$ cat src/rtl/id_pipe_stage.sv
// id_pipe_stage: RV32I integer-ALU decode stage with EX/MEM bypass and a valid/ready ID/EX register.
module id_pipe_stage #(
  parameter int XLEN    = 32,
  parameter int RADDR_W = 5,
  parameter bit FWD_EN  = 1
) (
  input  logic               clk,
  input  logic               rst,
  input  logic               in_valid,
  output logic               in_ready,
  input  logic [31:0]        pc_i,
  input  logic [31:0]        inst_i,
  output logic               reg1_read_o,
  output logic               reg2_read_o,
  output logic [RADDR_W-1:0] reg1_addr_o,
  output logic [RADDR_W-1:0] reg2_addr_o,
  input  logic [XLEN-1:0]    reg1_data_i,
  input  logic [XLEN-1:0]    reg2_data_i,
  input  logic               ex_wreg_i,
  input  logic [RADDR_W-1:0] ex_wd_i,
  input  logic [XLEN-1:0]    ex_wdata_i,
  input  logic               mem_wreg_i,
  input  logic [RADDR_W-1:0] mem_wd_i,
  input  logic [XLEN-1:0]    mem_wdata_i,
  input  logic               flush_i,
  output logic               out_valid,
  input  logic               out_ready,
  output logic [7:0]         aluop_o,
  output logic [2:0]         alusel_o,
  output logic [XLEN-1:0]    reg1_o,
  output logic [XLEN-1:0]    reg2_o,
  output logic [RADDR_W-1:0] wd_o,
  output logic               wreg_o,
  output logic [31:0]        pc_o,
  output logic               illegal_o
);
  localparam logic [6:0] OPI = 7'b0010011, OPR = 7'b0110011, LUI = 7'b0110111, AUI = 7'b0010111;
  localparam logic [6:0] ALT = 7'b0100000;
  logic [6:0] opc, f7;
  logic [2:0] f3;
  logic [7:0] base, op;
  logic [2:0] sel;
  logic legal, shift, take;
  logic [XLEN-1:0] imm, fwd1, fwd2, src1, src2;
  assign opc = inst_i[6:0];
  assign f3 = inst_i[14:12];
  assign f7 = inst_i[31:25];
  assign reg1_read_o = opc == OPI || opc == OPR;
  assign reg2_read_o = opc == OPR;
  assign reg1_addr_o = RADDR_W'(inst_i[19:15]);
  assign reg2_addr_o = RADDR_W'(inst_i[24:20]);
  always_comb begin
    case (f3)
      3'd0: base = 8'h01;
      3'd1: base = 8'h03;
      3'd2: base = 8'h04;
      3'd3: base = 8'h05;
      3'd4: base = 8'h06;
      3'd5: base = 8'h07;
      3'd6: base = 8'h09;
      default: base = 8'h0A;
    endcase
  end
  always_comb begin
    legal = 1'b0;
    op = 8'h00;
    if (opc == OPI) begin
      legal = f3 == 3'd1 ? f7 == 7'd0 : f3 == 3'd5 ? (f7 == 7'd0 || f7 == ALT) : 1'b1;
      op = (f3 == 3'd5 && f7 == ALT) ? 8'h08 : base;
    end else if (opc == OPR) begin
      legal = f7 == 7'd0 || (f7 == ALT && (f3 == 3'd0 || f3 == 3'd5));
      op = f7 == ALT ? (f3 == 3'd0 ? 8'h02 : 8'h08) : base;
    end else if (opc == LUI || opc == AUI) begin
      legal = 1'b1;
      op = 8'h01;
    end
    op = legal ? op : 8'h00;
  end
  assign sel = op == 8'h00 ? 3'd0 :
               (op == 8'h06 || op == 8'h09 || op == 8'h0A) ? 3'd1 :
               (op == 8'h03 || op == 8'h07 || op == 8'h08) ? 3'd2 : 3'd3;
  // Shift immediates carry only shamt; funct7 bits are opcode, not value.
  assign shift = opc == OPI && (f3 == 3'd1 || f3 == 3'd5);
  assign imm = (opc == LUI || opc == AUI) ? XLEN'($signed({inst_i[31:12], 12'b0})) :
               shift ? XLEN'(inst_i[24:20]) : XLEN'($signed(inst_i[31:20]));
  assign fwd1 = reg1_addr_o == '0 ? '0 :
                (FWD_EN && ex_wreg_i && ex_wd_i == reg1_addr_o) ? ex_wdata_i :
                (FWD_EN && mem_wreg_i && mem_wd_i == reg1_addr_o) ? mem_wdata_i : reg1_data_i;
  assign fwd2 = reg2_addr_o == '0 ? '0 :
                (FWD_EN && ex_wreg_i && ex_wd_i == reg2_addr_o) ? ex_wdata_i :
                (FWD_EN && mem_wreg_i && mem_wd_i == reg2_addr_o) ? mem_wdata_i : reg2_data_i;
  assign src1 = reg1_read_o ? fwd1 : opc == AUI ? XLEN'(pc_i) : '0;
  assign src2 = reg2_read_o ? fwd2 : imm;
  assign in_ready = !rst && (!out_valid || out_ready);
  assign take = in_valid && in_ready && !flush_i;
  always_ff @(posedge clk or posedge rst) begin
    if (rst) begin
      out_valid <= 1'b0;
      aluop_o <= 8'h00;
      alusel_o <= 3'd0;
      reg1_o <= '0;
      reg2_o <= '0;
      wd_o <= '0;
      wreg_o <= 1'b0;
      pc_o <= '0;
      illegal_o <= 1'b0;
    end else if (flush_i) begin
      out_valid <= 1'b0;
    end else if (take) begin
      out_valid <= 1'b1;
      aluop_o <= op;
      alusel_o <= sel;
      reg1_o <= src1;
      reg2_o <= src2;
      wd_o <= RADDR_W'(inst_i[11:7]);
      wreg_o <= legal && inst_i[11:7] != 5'd0;
      pc_o <= pc_i;
      illegal_o <= !legal;
    end else if (out_ready) begin
      out_valid <= 1'b0;
    end
  end
endmodule

$ cat config.mk
export PLATFORM = sky130hd
export DESIGN_NAME = id_pipe_stage
export DESIGN_NICKNAME = d
export VERILOG_FILES = /design/src/rtl/id_pipe_stage.sv
export SDC_FILE = /design/constraint.sdc
export NUM_CORES = 1
export LEC_CHECK = 0
export ABC_AREA = 0
export CORE_UTILIZATION = 30
export CTS_CLUSTER_SIZE = 40
export DETAILED_ROUTE_END_ITERATION = 12
export PLACE_DENSITY = 0.6
export SETUP_SLACK_MARGIN = 0.3
export SLEW_MARGIN = 20
export SYNTH_ARGS = -nofsm -noshare
export SYNTH_HDL_FRONTEND = slang
export SYNTH_SLANG_ARGS = --single-unit
$ cat constraint.sdc
create_clock -name clk -period 4.15 [get_ports clk]
set_input_delay 0.415 -clock clk [delete_from_list [all_inputs] [get_ports clk]]
set_output_delay 0.415 -clock clk [all_outputs]
set_load 0.02 [all_outputs]
==> out/qor.csv, run 1 <==
metric,value,unit
Initial DRC Count,636,
ys flop type,dfrtp_1,
Yosys reg bits,110,
Die Wd,161,um
Mapped Cells,871,
Ports,337,
cell area after synthesis,7600,um2
Clock Latency Late Sink,360,ps
Synth top cells by count,"171 x nand2_1, 110 x dfrtp_1, 66 x nor2_1",
number of antenna violations at the first check in global routing,1,
CTS tree,done,
unrepaired setup endpoints after global routing,no,
Synth cell types,65,
Leak,4.41,nW
post-cts sizing count,0,
MaxCap Viol Count,0,
routed vias/inst,5.54,
Post-synth ARST share,100,%
PwrDens,327,nW/um2
Rel. slew slack,28.9,%
maximum net fanout on the critical path,20,
area of the core,24600,um2
clock power share,25.1,%
H-Tree Depth,3,
Setup WS pre-CTS,934,ps
DRC viols,0,
first-pass GRT wire length,50900,um
Port-buffer cells,331,
clock tree buffer depth,2,
Final Cycle Share,69.5,%
fill count,2440,
Worst Tran Pin Value,1060,ps
RR Endpoint,reg2_o[7],
Inserted Clock Buffers,9,
clock slew at reported path FFs,80,ps
CP startpoint,inst_i[19],
Final min period,2890,ps
Seq pwr share,36.7,%
number of global-route vias before repair,8006,
largest net degree at the start of global routing,110,
total track usage,26.1,%
worst path cell trace,clkdlybuf4s50_1 > xor2_1 > nor4_1 > and3_2 > buf_4 > mux2i_1 > a311oi_2,
Crit Path Category,in2reg,
Overflow after GRT,0,
Synth Area per Inst,8.73,um2
row count,57,
post-synthesis sequential area ratio,36.2,%
Internal Power,2.41,mW
Syn. warnings,0,
via count,8165,
"Hold Violations, Final",0,
Routed WL,34000,um
slowest cell on the critical path,clkdlybuf4s50_1,
final hold slack,359,ps
Detailed Place HPWL,25400,um
CP required,4350,ps
NumNets Final,1353,
die area,26000,um2
Critical Path Max Stage Delay,660,ps
Fmax,347,MHz
area grow syn2layout,49.7,%
Hold Path Class,in2async,
clock skew,7.94,ps
r2r setup slk,1890,ps
Root Buffer,clkbuf_16,
number of clock sinks,110,
top-count cell post-synth,nand2_1,
Yosys top cell area share,36.2,%
combinational fraction of design power,38.1,%
Routed Antenna Nets,0,
sw frac,35.2,%
Final Wtd Congestion,0.861,
drt wl/cell,23.1,um
crit end category,flop,
Worst R2R Start,out_valid,
share of cells above drive strength 1,7.93,%
Final WS setup,1260,ps
die height,161,um
r2r worst-path depth,5,
drt first pass iters,5,
fin. max-slew vios,0,
"EDFF count, synth",0,
crit path to,reg1_o[18],
"area leader, netlist",dfrtp_1,
Total Negative Setup Slacks,0,ps
final core occ,46.3,%
dominant cells by area after synthesis,"dfrtp_1 36%, nand2_1 8.4%, a311oi_2 5.9%, a211oi_1 4.5%, mux2i_1 4.2%",
Worst EP arrival,3080,ps
CP startpoint kind,input pin,
Pwr Total,3.72,mW
outcome,completed,
Initial Util,30.9,%
Setup-failing EPs final,0,
switching power,1.31,mW
post-CTS setup buffer count,0,
"IR drop worst, VDD",0.227,mV
hold_buf cts,0,
-- metal layers --
layer / vias up / global-route usage [%] / share of wire, %
met3: 47 / 6.37 / 8.2
met1: 3970 / 35.1 / 44
met5: - / 0 / 0
met2: 379 / 41.5 / 45
li1: 3769 / - / -
met4: 0 / 6.86 / 1.9
-- placed cells by master, fill, tap and decap left out, drive strengths merged, types with 2 or more instances in the layout --
cell,Yosys,final
a21oi,9,9
nor2,68,68
inv,7,8
o22ai,21,21
dfrtp,110,110
o21ai,25,25
a311oi,33,33
nand2b,2,2
a22oi,32,32
o31ai,3,3
o211ai,5,5
nor3b,34,34
nor4,4,4
o221ai,20,20
nor3,2,2
xnor2,4,4
nand4,40,40
clkinv,0,3
xor2,17,17
a211oi,46,46
buf,55,22
o221a,5,5
nand2,172,172
o21a,6,6
and3,28,28
nand3,9,9
mux2i,32,32
clkbuf,40,9
nor2b,2,2
a31oi,2,2
a2bb2oi,8,8
clkdlybuf4s50,0,331
and2,6,6
a21boi,3,3
conb,1,5
or4,5,5
-- power groups by stage --
stage	clock [mW]	combinational, mW	sequential, mW
finish	0.934	1.42	1.37
floorplan	0	0.431	1.60
CTS	0.966	1.42	1.37
global route	0.996	1.51	1.39
detailed placement	0	1.42	1.39
global placement	0	1.41	1.38
-- worst max-delay path, delay by kind of cell --
family                 cells  cell delay (ps)
AND/OR/NAND/NOR            2              820
AO/OA/AOI/OAI              1              130
multiplexers               1              290
buffers and inverters      2             1130
XOR/XNOR                   1              270
-- stage by stage --
| stage | cell area, um2 | std cells |
|---|---|---|
| after floorplan | 7620 | 875 |
| after global placement | 11100 | 1457 |
| after detailed placement | 11100 | 1457 |
| after CTS | 11400 | 1472 |
| after global routing | 11400 | 1473 |
| final | 11400 | 1473 |
-- layout make-up --
cell class | instances | area, um2 | share of cell area, %
Clock buffer | 9 | 225 | 1.98
Multi-Input combinational cell | 663 | 4380 | 38.5
Sequential cell | 110 | 2750 | 24.2
Antenna cell | 1 | 2.50 | 0.0220
Timing Repair Buffer | 353 | 3520 | 30.9
Clock inverter | 6 | 70.1 | 0.615
Tap cell | 324 | 405 | 3.56
Inverter | 7 | 30.0 | 0.264
-- sequential cells by signal, indices dropped and copies added, names as in the netlist --
name       flops
alusel_o       2
illegal_o      1
aluop_o        4
reg2_o        32
reg1_o        32
pc_o          32
out_valid      1
wreg_o         1
wd_o           5
-- worst min path at each step --
stage | end | slack [ps] | depth (start not counted)
6_report | out_valid | 360 | 2
5_1_grt | out_valid | 380 | 2
4_1_cts | out_valid | 350 | 2
3_5_place_dp | pc_o[8] | 460 | 2
3_3_place_gp | pc_o[22] | 460 | 2
2_1_floorplan | pc_o[0] | 520 | 2
-- kinds of logic after synthesis --
family          after synthesis  synth area share (%)
compound gates              227                  25.0
buf+inv                     102                  7.32
other cells                   1                0.0493
mux                          32                  4.21
flops                       110                  36.2
xor+xnor                     21                  2.42
simple gates                378                  24.8
Power figures use the tool's default switching activity.
==> run 2, diff against run 1 <==
--- a/config.mk
+++ b/config.mk
@@ -9,7 +9,7 @@
 export CORE_UTILIZATION = 30
 export CTS_CLUSTER_SIZE = 40
 export DETAILED_ROUTE_END_ITERATION = 12
-export PLACE_DENSITY = 0.6
+export PLACE_DENSITY = 0.62
 export SETUP_SLACK_MARGIN = 0.3
 export SLEW_MARGIN = 20
 export SYNTH_ARGS = -nofsm -noshare
==> constraint.sdc (replaced) <==
create_clock -name clk -period 2.6 [get_ports clk]
set_input_delay 0.26 -clock clk [delete_from_list [all_inputs] [get_ports clk]]
set_output_delay 0.26 -clock clk [all_outputs]
set_load 0.02 [all_outputs]
==> run 2 against run 1 <==
Against the previous run: sequential power grew 59%; sequential share of layout area shrank 0.54 points; first-iteration DRC count shrank 13%; cell count is 2.0% higher; non-clock buffer count increased by 27; worst hold slack lost 180 ps; total power increased by 59%; global-route usage is 0.66 points higher; critical path type unchanged; critical endpoint is now reg2_o[18]; largest cell class unchanged; highest routed layer unchanged.
==> out/qor.csv, run 2 (same netlist as run 1, synthesis figures left out) <==
metric,value,unit
outcome,completed,
number of clock sinks,110,
Die Wd,161,um
cell depth of the worst setup path,7,
"commonest non-fill, non-tap cell in the layout",clkdlybuf4s50_1,
H-Tree Depth,3,
fill count,2368,
clock skew,12.8,ps
clock tree buffer depth,2,
fin. max-slew vios,0,
CP required,2820,ps
largest net degree at the start of global routing,110,
Final WS setup,483,ps
slowest cell on the critical path,clkdlybuf4s50_1,
Final Cycle Share,81.4,%
Initial Util,30.9,%
maximum net fanout on the critical path,27,
"Hold Violations, Final",0,
area of the core,24600,um2
die height,161,um
number of global-route vias before repair,8266,
PwrDens,509,nW/um2
CP startpoint kind,input pin,
unrepaired setup endpoints after global routing,no,
clock slew at reported path FFs,80,ps
row count,57,
total track usage,26.7,%
Regs by FF count,"pc_o (32), reg1_o (32), reg2_o (32)",
Rel. slew slack,56.3,%
Routed WL,34900,um
Inserted Clock Buffers,9,
"IR drop worst, VDD",0.264,mV
Port-buffer cells,331,
NumNets Final,1380,
Final Wtd Congestion,0.877,
Ports,337,
CTS tree,done,
die area,26000,um2
Leak,4.57,nW
Worst R2R Start,out_valid,
first-pass GRT wire length,52500,um
hold_buf cts,0,
share of cells above drive strength 1,10.2,%
crit end category,flop,
number of antenna violations at the first check in global routing,1,
DRC viols,0,
CP startpoint,inst_i[23],
r2r worst-path depth,6,
area grow syn2layout,53.1,%
RR Endpoint,reg1_o[11],
Setup-failing EPs final,0,
Worst EP arrival,2340,ps
"Largest delay share family, worst path",buffers and inverters,
Fmax,472,MHz
most frequent cells in the layout,"329 x clkdlybuf4s50_1, 170 x nand2_1, 110 x dfrtp_1",
Total Negative Setup Slacks,0,ps
Overflow after GRT,0,
Routed Antenna Nets,0,
Initial DRC Count,553,
Clock Latency Late Sink,360,ps
WP buf/inv,2,
via count,8322,
post-CTS setup buffer count,0,
drt first pass iters,5,
Crit Path Category,in2reg,
Final min period,2120,ps
Root Buffer,clkbuf_16,
routed vias/inst,5.54,
Hold Path Class,in2async,
r2r setup slk,720,ps
MaxCap Viol Count,0,
Critical Path Max Stage Delay,700,ps
Worst Tran Pin Value,654,ps
drt wl/cell,23.3,um
Setup WS pre-CTS,-58.7,ps
Detailed Place HPWL,25800,um
worst path cell trace,clkdlybuf4s50_1 > xor2_1 > nor4_4 > nand2_2 > buf_4 > a211oi_1 > o22ai_1,
crit path to,reg2_o[18],
-- run 2: cell types whose count changed in the layout (fill, tap and decap cells not counted), sizes merged --
cell / previous run / this run
dlymetal6s2s: 0 / 1
clkbuf: 9 / 10
diode: 1 / 3
clkinvlp: 1 / 2
clkdlybuf4s50: 331 / 329
dlygate4sd2: 0 / 1
buf: 22 / 49
bufinv: 1 / 0
clkinv: 3 / 2
-- run 2: layout make-up --
class	instances	area, um2	area share (%)
tap	324	405	3.48
sequential	110	2750	23.6
clock buffer	10	239	2.05
multi-input combinational	663	4400	37.8
inverter	7	30.0	0.258
antenna	3	7.51	0.0645
clock inverter	5	42.5	0.365
timing repair buffer	380	3770	32.4
-- run 2: metrics by stage --
stage               area [um2]  power, mW  util (%)  hold WS, ps  cells
finish                   11600       5.93      47.3          179   1502
global route             11600       6.21      47.3          175   1499
CTS                      11600       5.98      47.2          166   1499
detailed placement       11300       4.52      46.1          456   1484
global placement         11300       4.50      46.1          451   1484
floorplan                 7690       3.24         -          365    875
-- run 2: worst min path at each step --
| stage | startpoint | to | depth (start not counted) |
|---|---|---|---|
| detailed placement | wd_o[2] | wd_o[2] | 2 |
| finish | rst | out_valid | 2 |
| global placement | wd_o[1] | wd_o[1] | 2 |
| floorplan | pc_i[0] | pc_o[0] | 2 |
| global route | rst | out_valid | 2 |
| CTS | rst | out_valid | 2 |
-- run 2: worst reg2reg max path, stage by stage (launching register included) --
cell	delay, ps
dfrtp_1	390
nand2b_1	130
and4_4	320
buf_12	310
nand4_1	280
a22oi_1	250
a311oi_2	70
-- run 2: repair_timing --
item,CTS,global route
pin swaps,0,0
resized for setup,2,3
setup endpoints to repair,1,8
cloned,0,0
-- run 2: routing by layer --
layer / wire length, um / track usage, %
met1: 15600 / 36.5
met2: 16000 / 42.3
met5: 0 / 0
met4: 660 / 6.56
met3: 2690 / 6.47
-- run 2: power by group --
part | internal, mW | switching, mW
clock network | 0.687 | 0.752
logic | 1.12 | 1.19
registers | 2.00 | 0.181
total | 3.80 | 2.13
